<file path="config.mk">
export PLATFORM = sky130hd
export DESIGN_NAME = freq_gen
export DESIGN_NICKNAME = d
export VERILOG_FILES = /design/src/rtl/freq_gen.sv
export SDC_FILE = /design/constraint.sdc
export NUM_CORES = 1
export LEC_CHECK = 0
export CAP_MARGIN = 20
export CORE_UTILIZATION = 50
export CTS_BUF_LIST = sky130_fd_sc_hd__clkbuf_16
export DETAILED_ROUTE_END_ITERATION = 10
export GPL_TIMING_DRIVEN = 1
export PLACE_DENSITY = 0.66
export REMOVE_ABC_BUFFERS = 1
export SLEW_MARGIN = 20
export SYNTH_ARGS = -nofsm -noshare
export SYNTH_HDL_FRONTEND = slang
export SYNTH_SLANG_ARGS = --single-unit
</file>
<file path="constraint.sdc">
create_clock -name clk -period 6.5 [get_ports clk]
set_input_delay 0.65 -clock clk [delete_from_list [all_inputs] [get_ports clk]]
set_output_delay 0.65 -clock clk [all_outputs]
set_load 0.005 [all_outputs]
</file>
<file path="src/rtl/freq_gen.sv">
// Programmable 50%-duty square-wave generator built on a modulo-CLK_HZ phase accumulator.
// Optional macro FREQ_GEN_BURST_EN adds burst_len/burst_done for counted bursts of rising edges.
module freq_gen #(
  parameter int unsigned CLK_HZ = 50_000_000,
  parameter int unsigned FW     = 14,
  parameter int unsigned ACC_W  = 28
) (
  input  logic          clk,
  input  logic          rst_n,
  input  logic          en,
  input  logic [FW-1:0] freq_in,
  input  logic          freq_valid,
  output logic          freq_ready,
  output logic          sig_out,
  output logic          active,
  output logic [FW-1:0] freq_cur
`ifdef FREQ_GEN_BURST_EN
  ,
  input  logic [15:0]   burst_len,
  output logic          burst_done
`endif
);

  typedef enum logic [1:0] {IDLE, RUN, DRAIN} state_t;

  localparam logic [ACC_W-1:0] CLK_W = ACC_W'(CLK_HZ);

  state_t            state_q, state_d;
  logic [ACC_W-1:0]  acc_q, acc_d;
  logic              sig_q, sig_d;
  logic [FW-1:0]     cur_q, cur_d;
  logic [FW-1:0]     pend_q, pend_d;
  logic              pend_vld_q, pend_vld_d;
  logic              ready_q, ready_d;

  logic [ACC_W-1:0]  sum, acc_next;
  logic              toggle, fall, xfer, apply_req;
  logic [FW-1:0]     apply_val;

`ifdef FREQ_GEN_BURST_EN
  logic [15:0]       blen_q, blen_d;
  logic [15:0]       rcnt_q, rcnt_d;
  logic              bdrain_q, bdrain_d;
  logic              bdone_q, bdone_d;
  logic              block_q, block_d;
  logic              rise;
`endif

  always_comb begin
    sum        = acc_q + ACC_W'({cur_q, 1'b0});
    toggle     = (sum >= CLK_W);
    acc_next   = toggle ? (sum - CLK_W) : sum;
    fall       = toggle & sig_q;
    xfer       = freq_valid & ready_q;
    // Only one of these can be true: a held pending value keeps ready low.
    apply_req  = pend_vld_q | xfer;
    apply_val  = pend_vld_q ? pend_q : freq_in;

    state_d    = state_q;
    acc_d      = acc_q;
    sig_d      = sig_q;
    cur_d      = cur_q;
    pend_d     = pend_q;
    pend_vld_d = pend_vld_q;
    ready_d    = ~pend_vld_q;
`ifdef FREQ_GEN_BURST_EN
    rise       = toggle & ~sig_q;
    blen_d     = blen_q;
    rcnt_d     = rcnt_q;
    bdrain_d   = bdrain_q;
    bdone_d    = 1'b0;
    block_d    = block_q & en;
`endif

    case (state_q)
      IDLE: begin
        if (xfer) cur_d = freq_in;
`ifdef FREQ_GEN_BURST_EN
        if (en && (cur_q != '0) && !block_q) begin
          blen_d   = burst_len;
          rcnt_d   = '0;
          bdrain_d = 1'b0;
`else
        if (en && (cur_q != '0)) begin
`endif
          state_d = RUN;
          acc_d   = '0;
          sig_d   = 1'b0;
        end
      end
      default: begin
        if (xfer) begin
          pend_d     = freq_in;
          pend_vld_d = 1'b1;
          ready_d    = 1'b0;
        end
        if ((state_q == RUN) && !en && !sig_q) begin
          // Low phase: stop at once; an outstanding update has no edge to wait for.
          state_d = IDLE;
          if (apply_req) begin
            cur_d      = apply_val;
            pend_vld_d = 1'b0;
          end
        end else begin
          acc_d = acc_next;
          sig_d = sig_q ^ toggle;
          if ((state_q == RUN) && !en) state_d = DRAIN;
`ifdef FREQ_GEN_BURST_EN
          if ((state_q == RUN) && rise) begin
            rcnt_d = rcnt_q + 16'd1;
            if ((blen_q != '0) && ((rcnt_q + 16'd1) == blen_q)) begin
              state_d  = DRAIN;
              bdrain_d = 1'b1;
            end
          end
`endif
          if (fall) begin
            if (apply_req) begin
              cur_d      = apply_val;
              pend_vld_d = 1'b0;
              acc_d      = '0;
              if (apply_val == '0) state_d = IDLE;
            end
            if ((state_q == DRAIN) || !en) state_d = IDLE;
          end
        end
      end
    endcase

`ifdef FREQ_GEN_BURST_EN
    if ((state_q != IDLE) && (state_d == IDLE) && bdrain_q) begin
      bdone_d = 1'b1;
      block_d = 1'b1;
    end
`endif
  end

  always_ff @(posedge clk) begin
    if (!rst_n) begin
      state_q    <= IDLE;
      acc_q      <= '0;
      sig_q      <= 1'b0;
      cur_q      <= '0;
      pend_q     <= '0;
      pend_vld_q <= 1'b0;
      ready_q    <= 1'b1;
`ifdef FREQ_GEN_BURST_EN
      blen_q     <= '0;
      rcnt_q     <= '0;
      bdrain_q   <= 1'b0;
      bdone_q    <= 1'b0;
      block_q    <= 1'b0;
`endif
    end else begin
      state_q    <= state_d;
      acc_q      <= acc_d;
      sig_q      <= sig_d;
      cur_q      <= cur_d;
      pend_q     <= pend_d;
      pend_vld_q <= pend_vld_d;
      ready_q    <= ready_d;
`ifdef FREQ_GEN_BURST_EN
      blen_q     <= blen_d;
      rcnt_q     <= rcnt_d;
      bdrain_q   <= bdrain_d;
      bdone_q    <= bdone_d;
      block_q    <= block_d;
`endif
    end
  end

  assign sig_out    = sig_q;
  assign freq_ready = ready_q;
  assign freq_cur   = cur_q;
  assign active     = (state_q != IDLE);
`ifdef FREQ_GEN_BURST_EN
  assign burst_done = bdone_q;
`endif

endmodule

</file>
# == After elaboration in Yosys (flattened, before gate mapping) ==
# Index checks and enable logic that the tools add are counted.
# word_totals
inputBits,18
output_inout_bits,17
ff_bits,61
elab_cells,64
# classes
n_mux,29
bitwise,6
n_addsub,2
n_reduce_logical,14
n_eq_ne,5
order_cmp,1
# ops
op,count
$mux 28,6
$mux 14,6
$add 28x15->28,1
$ge 28x26->1 const B,1
$sub 28x26->28 const B,1
$mux 2,8
$logic_not 14->1,1
$reduce_bool 14->1,1
$mux 1,9
$reduce_and 2->1,3
$ne 2x2->1 const B,2
$logic_and 1x1->1,3
$reduce_bool 3->1,1
$and 1x1->1,2
$eq 2x1->1 const B,1
$eq 2x2->1 const B,1
$logic_not 1->1,2
$logic_not 2->1,1
$ne 2x1->1 const B,1
$not 1->1,2
$reduce_bool 2->1,1
$logic_or 1x1->1,1
$or 1x1->1,1
$xor 1x1->1,1

# == Logic depth before layout (Yosys ltp) ==
# Gate-level depths: netlist of the first run.
# logic_depth
word_depth,9
depth_mapped,19
ltp_nobuf,18

# == Worst setup path after synthesis of the first run ==
# OpenSTA, ideal clock, no wires.
# synth_path
kind,register to register
from,"register cur_q[0], in the netlist freq_cur[0]"
to,"register cur_q[10], in the netlist freq_cur[10]"
synth_period_minus_slack_ns,4.493
slack_ns,2.007
t_arrival_ns,4.377
t_required_ns,6.384
path_stages_with_launch,19
setup_ns,0.116
path_cell_list,dfxtp_1 ha_1 inv_1 fa_1 nand2b_1 a21oi_4 o211ai_2 a211oi_2 xnor2_1 or4b_1 buf_2 a2111o_1 nand2_2 ha_1 a21oi_1 a21oi_1 clkbuf_1 nand2_1 o211a_1
# synth_via
elab_chain_len,5
# synth_rtl
element,line,source
"start, declared",31,"logic [FW-1:0] cur_q, cur_d;"
"start signal, assigned",158,cur_q <= cur_d;
$add 28x15->28,50,"sum = acc_q + ACC_W'({cur_q, 1'b0});"
$ge 28x26->1,51,toggle = (sum >= CLK_W);
$and 1x1->1,53,fall = toggle & sig_q;
$reduce_bool 3->1 (no line),-,
$reduce_and 2->1 (no line),-,
# No other way between the ends.
# A chain may end at the register's enable or synchronous reset.

# == Worst setup path after layout of the first run ==
# layout_path
from,"register cur_q[0], in the netlist freq_cur[0]"
to,register acc_q[20]
# layout_via
elab_chain_len,7
elab_cells_between_ends,13
# layout_rtl
element,line,source
$add 28x15->28,50,
$sub 28x26->28 / $ge 28x26->1 (equally long branches),"52, 51",
$mux 28,52,acc_next = toggle ? (sum - CLK_W) : sum;
$mux 28,118,if (apply_req) begin
$mux 28,117,if (fall) begin
$mux 28,97,if ((state_q == RUN) && !en && !sig_q) begin
$mux 28,75,case (state_q)
"end signal, assigned",141,acc_q <= '0;
"end signal, assigned",156,acc_q <= acc_d;
"end, declared",29,"logic [ACC_W-1:0] acc_q, acc_d;"
# Several ways; a longest one is shown, not always the timed one. The select of a mux whose other input is x is not followed.

==> results.txt, run 1 <==
----------------------------------------------------
[Outcome]
  Run status ... complete, no violations

[Floorplan]
  Initial cell density of the core ... 0.528
  Boundary pin count ... 35
  Vertical die dimension ... slightly above 90 microns
  Total Die Area ... 8700 sq um
  Width of the chip ... 93.3 microns
  Core Box Area ... 7890 sq um
  Std cell rows ... 32

[Final layout]
  Final design area excluding fillers ... 4850 sq um
  Post-Layout Cell Count ... 645
  Layout overhead on the synthesized area ... 16.3%
  Area of the multi-input gates ... 2820 sq um
  Fillers ... 683
  Antenna fix cells ... 0
  Fraction of final layout cells with drive strength greater than 1 ... 0.0810
  Area taken by flip-flops and latches ... 1200 sq um
  Final nets ... 574

[Logic synthesis]
  Fraction of the mapped netlist area in simple logic gates ... 0.231
  Fraction of the mapped netlist area in adder cells ... 0.0558
  Main combinational cell family by area after synthesis ... compound AO/OA/AOI/OAI gates
  Avg Synthesized Cell Area ... 8.11 sq um
  Number of synthesized flops with an enable pin ... 0
  Yosys synthesis warning count ... 0
  Mux share of post-synthesis cell area ... 0.0384
  Cell count after synthesis ... 514
  XOR/XNOR Fraction of Synth Area ... 0.0672
  Total standard cell area after synthesis ... between 4000 and 5000 sq um
  Number of distinct library cell variants in the gate-level netlist after synthesis ... 72
  Post-synthesis sequential area ratio ... 0.288
  Main flop type after synthesis ... dfxtp_1
  Share of flip-flops with an asynchronous set or reset after synthesis ... 0
  Synthesized-area fraction occupied by ao, oa, aoi and oai cells ... 0.281
  Flops & latches, synth ... 60

[Global routing]
  Overall Global Routing Usage ... 0.269
  Final global-route overflow total ... 0
  Maximum number of pins on one net before global-route repair ... 43
  Wire length of the first global-routing pass ... 18.3 mm
  Initial antenna violation count ... 0
  Via count of the first global-routing pass ... ~3,600

[Power]
  Switching power summed over all nets ... 0.278 mW
  Total leakage power ... 1.94 nW
  Clk network pwr share ... 0.476
  Fraction of power consumed by combinational cells ... 0.146
  Maximum resistive drop on vdd ... 144 uV
  Post-layout power ... 1.07 mW
  Internal Dissipation ... 0.787 mW
  Power per cell area ... 220 nW/um^2
  Fraction of power consumed by sequential logic ... 0.378
  Switching share of power ... 0.261

[Routing]
  Number of vias per cell ... 6.13
  Vias after detailed routing ... 3,956
  Post-route DRC violation count ... 0
  Router iterations before antenna repair ... 5
  Drt initial violations ... 283
  Final wirelength ... 11.0 mm
  Antenna-violating nets left ... 0
  Average wire length per cell after detail routing ... 17.1 microns

[Placed design]
  Post-detailed-placement half-perimeter wirelength ... 8.20 mm
  Buffers on Ports ... 34
  Area post-placement ... around 4500 sq um
  Routability congestion estimate from global placement ... 0.902
  Dpl cells ... 629

[Worst setup path]
  Type of the setup path with the least slack ... flip-flop to flip-flop
  Startpoint Class ... flip-flop
  Critical Path Max Stage Delay ... 0.75 ns
  Crit-path slowest cell ... and2_0
  Dominant delay contributor by cell family on the critical path ... compound AO/OA/AOI/OAI gates
  Worst-path cell chain ... ha_1, inv_1, fa_1, nand2b_1, a21oi_4, o211ai_2, a211oi_1, nand3_1, xor2_1, a2111o_1, nand2_2, ha_1, a21boi_1, and2_0, nand2_1, o31a_2, nand2_1
  CP Capture Type ... flip-flop
  Crit path required time ... 6.76 ns
  Buffers plus inverters on the worst setup path ... 1
  Maximum net fanout on the critical path ... 14
  Crit path arrival time ... 5.83 ns

[Timing]
  Measured slew at the worst slew-check pin ... 0.971 ns
  Final setup viols ... 0
  Fin. Hold Viols ... 0
  Pins over their slew limit ... 0
  F_max ... 0.180 GHz
  TNS Setup ... 0 ns
  Setup repair after global routing missed its margin ... no
  Post-layout minimum cycle time ... 5.57 ns
  Portion of the clock cycle consumed by the worst path in the final layout ... 0.856
  Worst slew margin relative to its limit ... 0.350
  Final setup skew ... 0.00909 ns

[Clock tree]
  Clock tree from TritonCTS ... yes
  Quantity of hold-fixing buffers added after cts ... 0
  CTS buffer count ... 9
  # H-tree levels ... 3
  Resized cells post-CTS ... 0
  Number of sinks on the clock net ... 60
  Number of buffers between clock root and the deepest sink ... 2
  Clock tree root driver cell ... clkbuf_16
  Clock latency reported for the late side of the worst-skew pair ... between 0.3 and 0.4 ns
  Post-CTS Setup Repair Bufs ... 0
  Clock slew at reported path FFs ... 0.06 ns

[Min path]
  HP Class ... flip-flop to flip-flop

[Run]
  Number of max-cap violations ... 0

----------------------------------------------------
==> cell type report <==
class,instances,share of cell area
clock inverter,7,0.0191
clock buffer,9,0.0465
sequential,60,0.248
multi-input combinational,424,0.582
timing repair buffer,35,0.0718
tap,102,0.0263
inverter,8,0.00620
==> flip-flops by register name, indices dropped and copies added, names as in the netlist <==
name,flops
freq_cur,14
pend_vld_q,1
acc_q,27
sig_out,1
pend_q,14
freq_ready,1
state_q,2
==> per-layer routing <==
layer	vias to the layer above	global-route usage	wire [microns]
li1	1934	-	-
met1	1897	0.395	5400
met2	109	0.404	4850
met3	16	0.0382	569
met4	0	0.0833	184
met5	-	0	0
==> cell usage after synthesis, types with 3 or more instances <==
| master | number | area [sq um] |
|---|---|---|
| a211oi_1 | 7 | 52.6 |
| a21boi_0 | 20 | 150 |
| a21o_1 | 6 | 45.0 |
| a21oi_1 | 27 | 135 |
| a22o_1 | 5 | 43.8 |
| a22oi_1 | 6 | 45.0 |
| a31oi_1 | 4 | 25.0 |
| and2_1 | 3 | 18.8 |
| and3_1 | 3 | 18.8 |
| buf_2 | 5 | 25.0 |
| clkbuf_1 | 11 | 41.3 |
| dfxtp_1 | 60 | 1200 |
| ha_1 | 17 | 213 |
| inv_1 | 8 | 30.0 |
| mux2i_1 | 16 | 160 |
| nand2_1 | 89 | 334 |
| nand2b_1 | 7 | 43.8 |
| nand3_1 | 17 | 85.1 |
| nand4_1 | 7 | 43.8 |
| nor2_1 | 23 | 86.3 |
| nor2b_1 | 6 | 37.5 |
| nor3_1 | 9 | 45.0 |
| nor4_1 | 6 | 37.5 |
| o211a_1 | 15 | 150 |
| o211ai_1 | 4 | 30.0 |
| o21a_1 | 5 | 37.5 |
| o21ai_0 | 25 | 125 |
| o22ai_1 | 4 | 25.0 |
| o31ai_1 | 3 | 22.5 |
| or2_2 | 4 | 25.0 |
| or3_1 | 5 | 31.3 |
| or4_1 | 4 | 30.0 |
| or4b_2 | 3 | 30.0 |
| xnor2_1 | 22 | 193 |
| xor2_1 | 10 | 87.6 |
==> placed cells by master, fill, tap and decap left out, types with 4 or more instances in the layout <==
cell,instances
o211ai_1,4
or3_1,5
or2_2,4
ha_1,17
clkbuf_16,9
dfxtp_1,60
nand2_1,89
a21oi_1,26
xor2_1,10
o22ai_1,4
nand3_1,17
o21a_1,5
mux2i_1,16
a22o_1,5
a211oi_1,7
o211a_1,15
nor2_1,23
clkdlybuf4s50_1,34
nor4_1,6
a21boi_0,20
o21ai_0,25
a22oi_1,6
or4_1,4
a21o_1,6
inv_1,9
nor3_1,9
nand4_1,7
nor2b_1,6
xnor2_1,22
a31oi_1,4
nand2b_1,7
==> power groups by stage <==
stage,Combinational [mW],Clock (mW),Sequential [mW]
global placement,0.151,0,0.410
detailed placement,0.153,0,0.410
global route,0.171,0.531,0.405
CTS,0.155,0.511,0.403
floorplan,0.0916,0,0.404
finish,0.155,0.507,0.403
==> path summary, 6_finish.rpt <==
| check | startpoint | end | slack, ns | cells past startpoint |
|---|---|---|---|---|
| max | freq_cur[0] | acc_q[20] | 0.93 | 17 |
| min | acc_q[12] | acc_q[12] | 0.46 | 2 |
| max reg2reg | freq_cur[0] | acc_q[20] | 0.93 | 17 |
| min reg2reg | acc_q[12] | acc_q[12] | 0.46 | 2 |
==> per-stage QoR <==
stage               hold slack [ns]  utilization  setup slack (ns)
finish                        0.461        0.614             0.934
global route                  0.488        0.614             0.482
detailed placement            0.455        0.573              1.10
floorplan                     0.429            -              1.65
global placement              0.445        0.573              1.31
CTS                           0.469        0.613              1.00
==> tightest hold or removal path: stages (launching register included) <==
cell and delay (ns):
dfxtp_1 0.33, nand2_1 0.05, o21ai_0 0.05
==> cells by family (layout without fill, tap and decap cells) <==
logic type / Yosys count / count (layout)
buf+inv: 30 / 59
xor+xnor: 32 / 32
fa+ha+maj: 18 / 18
flops: 60 / 60
mux: 16 / 16
compound gates: 160 / 160
simple gates: 198 / 198
(Power assumes the default switching activity.)
==> inputs of run 2 (changes only) <==
Settings changed: ABC_AREA from default to 1, PLACE_DENSITY 0.66 to 0.68, SKIP_LAST_GASP from default to 1.
==> run 2 against run 1 <==
Combinational power up 48%. Die area rose by 20%. Synthesized cell count rose by 70%. Count of clock-buffer cells in the layout unchanged. First-iteration DRC count is 29% higher. Register-to-register slack better by 1.0 ns. Global-route usage is 4.6 points higher. Setup slack improved by 1.0 ns. Core utilization fell by 2.7 points. Critical endpoint is now freq_cur[7]. Largest cell class unchanged.
==> results.txt, run 2 <==
----------------------------------------------------
[Outcome]
  Run status ... complete, no violations

[Power]
  Internal Dissipation ... 0.803 mW
  Switching power summed over all nets ... ~0.34 mW
  Power per cell area ... 199 nW/um^2
  Clk network pwr share ... 0.438
  Maximum resistive drop on vdd ... 119 uV
  Total leakage power ... about 2.7 nW
  Fraction of power consumed by combinational cells ... 0.201
  Switching share of power ... 0.296
  Fraction of power consumed by sequential logic ... 0.360

[Clock tree]
  CTS buffer count ... 9
  Clock tree root driver cell ... clkbuf_16
  # H-tree levels ... 3
  Quantity of hold-fixing buffers added after cts ... 0
  Clock slew at reported path FFs ... ~0.050 ns
  Post-CTS Setup Repair Bufs ... 0
  Clock tree from TritonCTS ... yes
  Number of sinks on the clock net ... 60
  Number of buffers between clock root and the deepest sink ... 2
  Clock latency reported for the late side of the worst-skew pair ... 0.33 ns
  Resized cells post-CTS ... 0

[Logic synthesis]
  Total standard cell area after synthesis ... between 5000 and 6000 sq um
  Top cell type by total area after synthesis ... dfxtp_1
  Area share of the largest cell type after synthesis ... 0.239
  Post-synthesis sequential area ratio ... 0.239
  Commonest cells post-synth ... 291 x nand2_1, 108 x inv_1, 91 x nor2_1
  Share of flip-flops with an asynchronous set or reset after synthesis ... 0
  Number of synthesized flops with an enable pin ... 0
  Most numerous cell in the Yosys netlist ... nand2_1
  Biggest area contributors in the synthesized netlist ... dfxtp_1 24%, nand2_1 22%, nand3_1 8.6%
  Number of distinct library cell variants in the gate-level netlist after synthesis ... 42
  Main flop type after synthesis ... dfxtp_1
  Cell count after synthesis ... 874
  Yosys synthesis warning count ... 0
  Flops & latches, synth ... 60
  Avg Synthesized Cell Area ... 5.76 sq um

[Worst setup path]
  Startpoint Class ... flip-flop
  Crit path arrival time ... between 4 and 5 ns
  Depth of the worst register-to-register path ... 21
  Register-to-register setup slack ... 1.97 ns
  Dominant delay contributor by cell family on the critical path ... simple AND/OR/NAND/NOR gates
  Crit path required time ... 6.69 ns
  Buffers plus inverters on the worst setup path ... 3
  Type of the setup path with the least slack ... flip-flop to flip-flop
  CP Capture Type ... flip-flop
  Worst-path cell chain ... ha_1, inv_1, fa_1, inv_1, nand2_1, nand2_1, nand3_1, nand3_1, nand2_1, nor2_1, nand4_1, nand3_2, nand2_2, nand3_2, nand2_4, ha_1, or2_2, nand2_1, clkinv_1, o211ai_1, a21oi_1
  Critical Path Max Stage Delay ... 0.53 ns
  Dominant cell type by count on the critical path ... nand2_1
  Instance count on the critical path ... 21
  Maximum net fanout on the critical path ... 40
  Crit-path slowest cell ... clkinv_1

[Routing]
  Final wirelength ... ~16 mm
  Average wire length per cell after detail routing ... roughly 15 microns
  Number of vias per cell ... 5.42
  Vias after detailed routing ... 5,605
  Antenna-violating nets left ... 0
  Router iterations before antenna repair ... 5
  Drt initial violations ... roughly 360
  Post-route DRC violation count ... 0

[Placed design]
  Buffers on Ports ... 34
  Routability congestion estimate from global placement ... 0.958
  Post-detailed-placement half-perimeter wirelength ... ~12 mm
  Dpl cells ... about 1,000

[Timing]
  Final setup viols ... 0
  Final setup skew ... 0.00533 ns
  Worst slew margin relative to its limit ... 0.348
  Post-layout minimum cycle time ... 4.53 ns
  Measured slew at the worst slew-check pin ... between 0.9 and 1 ns
  TNS Setup ... 0 ns
  Fin. Hold Viols ... 0
  F_max ... between 0.2 and 0.25 GHz
  Pins over their slew limit ... 0
  Setup repair after global routing missed its margin ... no
  Portion of the clock cycle consumed by the worst path in the final layout ... 0.697

[Floorplan]
  Total Die Area ... 10,500 sq um
  Core Box Area ... 9770 sq um
  Width of the chip ... 102 microns
  Vertical die dimension ... 102 microns
  Boundary pin count ... 35
  Std cell rows ... 36
  Initial cell density of the core ... 0.515

[Final layout]
  Max reg flops ... 27
  Largest reg by FF count ... acc_q
  Final nets ... 934
  Layout overhead on the synthesized area ... 14.0%
  Most common library cell in the layout ignoring fill and taps ... nand2_1
  Highest-count cells in the layout ignoring fill and taps ... 290 x nand2_1, 108 x inv_1, 91 x nor2_1
  Fraction of final layout cells with drive strength greater than 1 ... 0.0743
  Post-Layout Cell Count ... 1,035
  Antenna fix cells ... 0

[Global routing]
  Maximum number of pins on one net before global-route repair ... 44
  Via count of the first global-routing pass ... 4,906
  Overall Global Routing Usage ... 0.315
  Wire length of the first global-routing pass ... 24.8 mm
  Final global-route overflow total ... 0
  Initial antenna violation count ... 0

[Min path]
  HP Class ... flip-flop to flip-flop
  Hold Path Stages ... 2

[Run]
  Number of max-cap violations ... 0

----------------------------------------------------
-- run 2: changes by cell type after synthesis, moves of 8 or more --
| cell | previous run | this run |
|---|---|---|
| nor2_2 | 0 | 8 |
| nand3_1 | 17 | 86 |
| mux2i_1 | 16 | 0 |
| a21boi_0 | 20 | 2 |
| inv_1 | 8 | 108 |
| nand2_1 | 89 | 291 |
| xnor2_1 | 22 | 0 |
| nand2_2 | 2 | 16 |
| o211a_1 | 15 | 0 |
| nor2_1 | 23 | 91 |
| a21oi_1 | 27 | 47 |
-- run 2: final timing paths --
path	to	startpoint
worst max-delay path	freq_cur[7]	freq_cur[0]
worst min-delay path	pend_q[5]	pend_q[5]
worst max register to register	freq_cur[7]	freq_cur[0]
worst min register to register	pend_q[5]	pend_q[5]
-- run 2: per-stage QoR --
step | setup WS [ns] | total power [mW] | util | hold slack [ns] | instance area [sq um]
floorplan | 2.86 | 0.552 | - | 0.429 | 4910
global placement | 2.18 | 0.639 | 0.556 | 0.445 | 5430
detailed placement | 2.03 | 0.642 | 0.556 | 0.451 | 5430
CTS | 2.02 | 1.15 | 0.587 | 0.460 | 5740
global route | 1.48 | 1.19 | 0.587 | 0.480 | 5740
finish | 1.97 | 1.14 | 0.587 | 0.459 | 5740
-- run 2: logic make-up after synthesis --
logic type                 after synthesis  synth area share
and+or+nand+nor                        543             0.472
AOI/OAI and AO/OA                      109             0.123
adders and majority gates               18            0.0462
DFF                                     60             0.239
buffers and inverters                  140             0.112
xor gates and xnor gates                 4           0.00845
-- run 2: power by group through the flow --
stage	registers, mW	clock network (mW)	logic, mW
finish	0.411	0.500	0.230
detailed placement	0.418	0	0.224
CTS	0.410	0.509	0.226
global placement	0.417	0	0.222
global route	0.413	0.524	0.253
floorplan	0.411	0	0.141
-- run 2: area by class of cell --
type                            instances  area [sq um]
Multi-Input combinational cell        674          3270
Timing Repair Buffer                   36           355
Fill cell                            1034          4030
Tap cell                              133           166
Clock buffer                            9           225
Inverter                              117           440
Sequential cell                        60          1200
Clock inverter                          6          80.1
-- run 2: layer usage --
metal  vias up  global-route usage  wire length (microns)
met1      2544               0.459                   8000
met2       186               0.477                   6680
met5         -                   0                      0
met4         0              0.0780                    204
li1       2860                   -                      -
met3        15              0.0540                   1060
-- run 2: worst min-delay path: stages (launching register included) --
cell     delay [ns]
dfxtp_1        0.29
inv_1          0.06
a21oi_1        0.06
==> inputs of run 3 (changes only) <==
Settings changed: PLACE_DENSITY 0.68 to 0.71.
Clock period 6.5 ns to 3.7 ns, I/O delays scaled along.
==> run 3 against run 2 <==
Design area up 2.2%. Critical path type unchanged. Final cell count up 1.6%. Sequential power up 75%. Routed wire length down 2.9%. Non-clock buffer count up 16.
==> results.txt, run 3 (synthesis results as in run 2) <==
----------------------------------------------------
[Outcome]
  Run status ... complete, no violations

[Final layout]
  Largest reg by FF count ... acc_q
  Highest-count cells in the layout ignoring fill and taps ... 288 x nand2_1, 107 x inv_1, 89 x nor2_1
  Most common library cell in the layout ignoring fill and taps ... nand2_1
  Final nets ... 950
  Fillers ... between 900 and 1,000
  Antenna fix cells ... 0
  Area of the multi-input gates ... between 3000 and 4000 sq um
  Fraction of final layout cells with drive strength greater than 1 ... 0.102
  Fraction of the core area covered by cells at the end of the flow ... 0.600
  Area taken by flip-flops and latches ... 1200 sq um
  Layout overhead on the synthesized area ... 16.6%
  Max reg flops ... 27

[Worst setup path]
  Critical Path Max Stage Delay ... 0.39 ns
  CP Capture Type ... flip-flop
  Depth of the worst register-to-register path ... 18
  Crit path arrival time ... around 3.7 ns
  Dominant delay contributor by cell family on the critical path ... simple AND/OR/NAND/NOR gates
  Dominant cell type by count on the critical path ... nand2_1
  Crit path required time ... 3.94 ns
  Crit-path slowest cell ... ha_1
  Maximum net fanout on the critical path ... 26
  Worst-path cell chain ... ha_1, nand2_1, nor2_1, nand3_1, nand3_1, nand2_1, nand2_1, nand4_1, nand3_2, nand2_2, nand3_2, nand2_4, ha_1, or2_2, nand2_1, clkinv_1, buf_6, a211oi_1
  Instance count on the critical path ... 18
  Buffers plus inverters on the worst setup path ... 2
  Startpoint Class ... flip-flop
  Type of the setup path with the least slack ... flip-flop to flip-flop

[Placed design]
  Buffers on Ports ... 34
  Post-detailed-placement half-perimeter wirelength ... 12.2 mm
  Routability congestion estimate from global placement ... 0.953

[Floorplan]
  Std cell rows ... 36
  Boundary pin count ... 35
  Initial cell density of the core ... 0.515
  Width of the chip ... 102 microns
  Core Box Area ... a little under 10,000 sq um
  Vertical die dimension ... between 100 and 150 microns
  Total Die Area ... 10,500 sq um

[Clock tree]
  Quantity of hold-fixing buffers added after cts ... 0
  Clock tree root driver cell ... clkbuf_16
  # H-tree levels ... 3
  Number of sinks on the clock net ... 60
  CTS buffer count ... 9
  Clock slew at reported path FFs ... 0.06 ns
  Clock latency reported for the late side of the worst-skew pair ... 0.34 ns
  Number of buffers between clock root and the deepest sink ... 2
  Clock tree from TritonCTS ... yes

[Power]
  Total leakage power ... roughly 2.7 nW
  Power per cell area ... 331 nW/um^2
  Maximum resistive drop on vdd ... approximately 270 uV

[Global routing]
  Overall Global Routing Usage ... 0.310
  Maximum number of pins on one net before global-route repair ... 29
  Via count of the first global-routing pass ... 4,965
  Final global-route overflow total ... 0
  Wire length of the first global-routing pass ... 24.5 mm
  Initial antenna violation count ... 0

[Timing]
  Measured slew at the worst slew-check pin ... 0.964 ns
  Final setup viols ... 0
  Pins over their slew limit ... 0
  Fin. Hold Viols ... 0
  F_max ... 0.288 GHz
  Portion of the clock cycle consumed by the worst path in the final layout ... 0.938
  Final setup skew ... 0.00640 ns
  Post-layout minimum cycle time ... roughly 3.5 ns
  Setup repair after global routing missed its margin ... no
  TNS Setup ... 0 ns
  Worst slew margin relative to its limit ... 0.355

[Routing]
  Highest metal used ... met4
  Drt initial violations ... around 460
  Number of vias per cell ... roughly 5.4
  Average wire length per cell after detail routing ... about 15 microns
  Metal-1 WL ... 7.51 mm
  Post-route DRC violation count ... 0
  Final wirelength ... 15.5 mm
  Met3 wire length ... 1.02 mm
  Router iterations before antenna repair ... 6
  Vias after detailed routing ... ~5,700
  Antenna-violating nets left ... 0
  Total met2 wirelength after detailed routing ... 6.80 mm

[Run]
  Number of max-cap violations ... 0

[Min path]
  Hold Path Stages ... 2
  HP Class ... flip-flop to flip-flop

----------------------------------------------------
==> run 3: cell types whose count changed in the layout (fill, tap and decap cells not counted), sizes merged <==
cell / previous run / this run
buf: 2 / 18
clkinvlp: 1 / 2
bufinv: 2 / 0
inv: 113 / 115
==> run 3: what timing repair did <==
item / in CTS / in global routing
endpoints found under the setup margin: 0 / 41
resized for setup: 0 / 13
buffers inserted: 0 / 2
==> run 3: path summary, 6_finish.rpt <==
kind / slack, ns / endpoint / startpoint
max: 0.23 / freq_cur[0] / freq_cur[8]
min: 0.46 / pend_q[5] / pend_q[5]
max reg2reg: 0.23 / freq_cur[0] / freq_cur[8]
min reg2reg: 0.46 / pend_q[5] / pend_q[5]
==> run 3: cell type report <==
| cell class | instances | area share |
|---|---|---|
| multi-input cells | 674 | 0.562 |
| clock buffers | 9 | 0.0384 |
| clock inverters | 7 | 0.00874 |
| flip-flops and latches | 60 | 0.205 |
| well taps | 133 | 0.0284 |
| repair buffers | 52 | 0.0829 |
| inverters | 117 | 0.0750 |
==> run 3: tightest hold or removal path: stages, from the launching register on <==
cell	delay, ns
dfxtp_1	0.29
inv_1	0.07
a21oi_1	0.06
==> run 3: metal layers <==
metal,up-vias,track usage
li1,2886,-
met3,13,0.0472
met2,194,0.482
met5,-,0
met1,2599,0.446
met4,0,0.0813
==> run 3: report_power, final <==
part | total [mW] | switching, mW | internal, mW
Combinational | 0.433 | 0.263 | 0.170
Clock | 0.789 | 0.333 | 0.456
Sequential | 0.721 | 0.0376 | 0.684
==> run 3: metrics by stage <==
step                cells  area [sq um]  total power [mW]  hold WS, ns  setup slack (ns)
floorplan             851          4910             0.970        0.429            0.0552
global placement     1034          5540              1.14        0.449             0.194
detailed placement   1034          5540              1.15        0.450             0.117
CTS                  1050          5810              1.94        0.458             0.106
global route         1052          5870              2.02        0.492            0.0112
finish               1052          5870              1.94        0.464             0.229
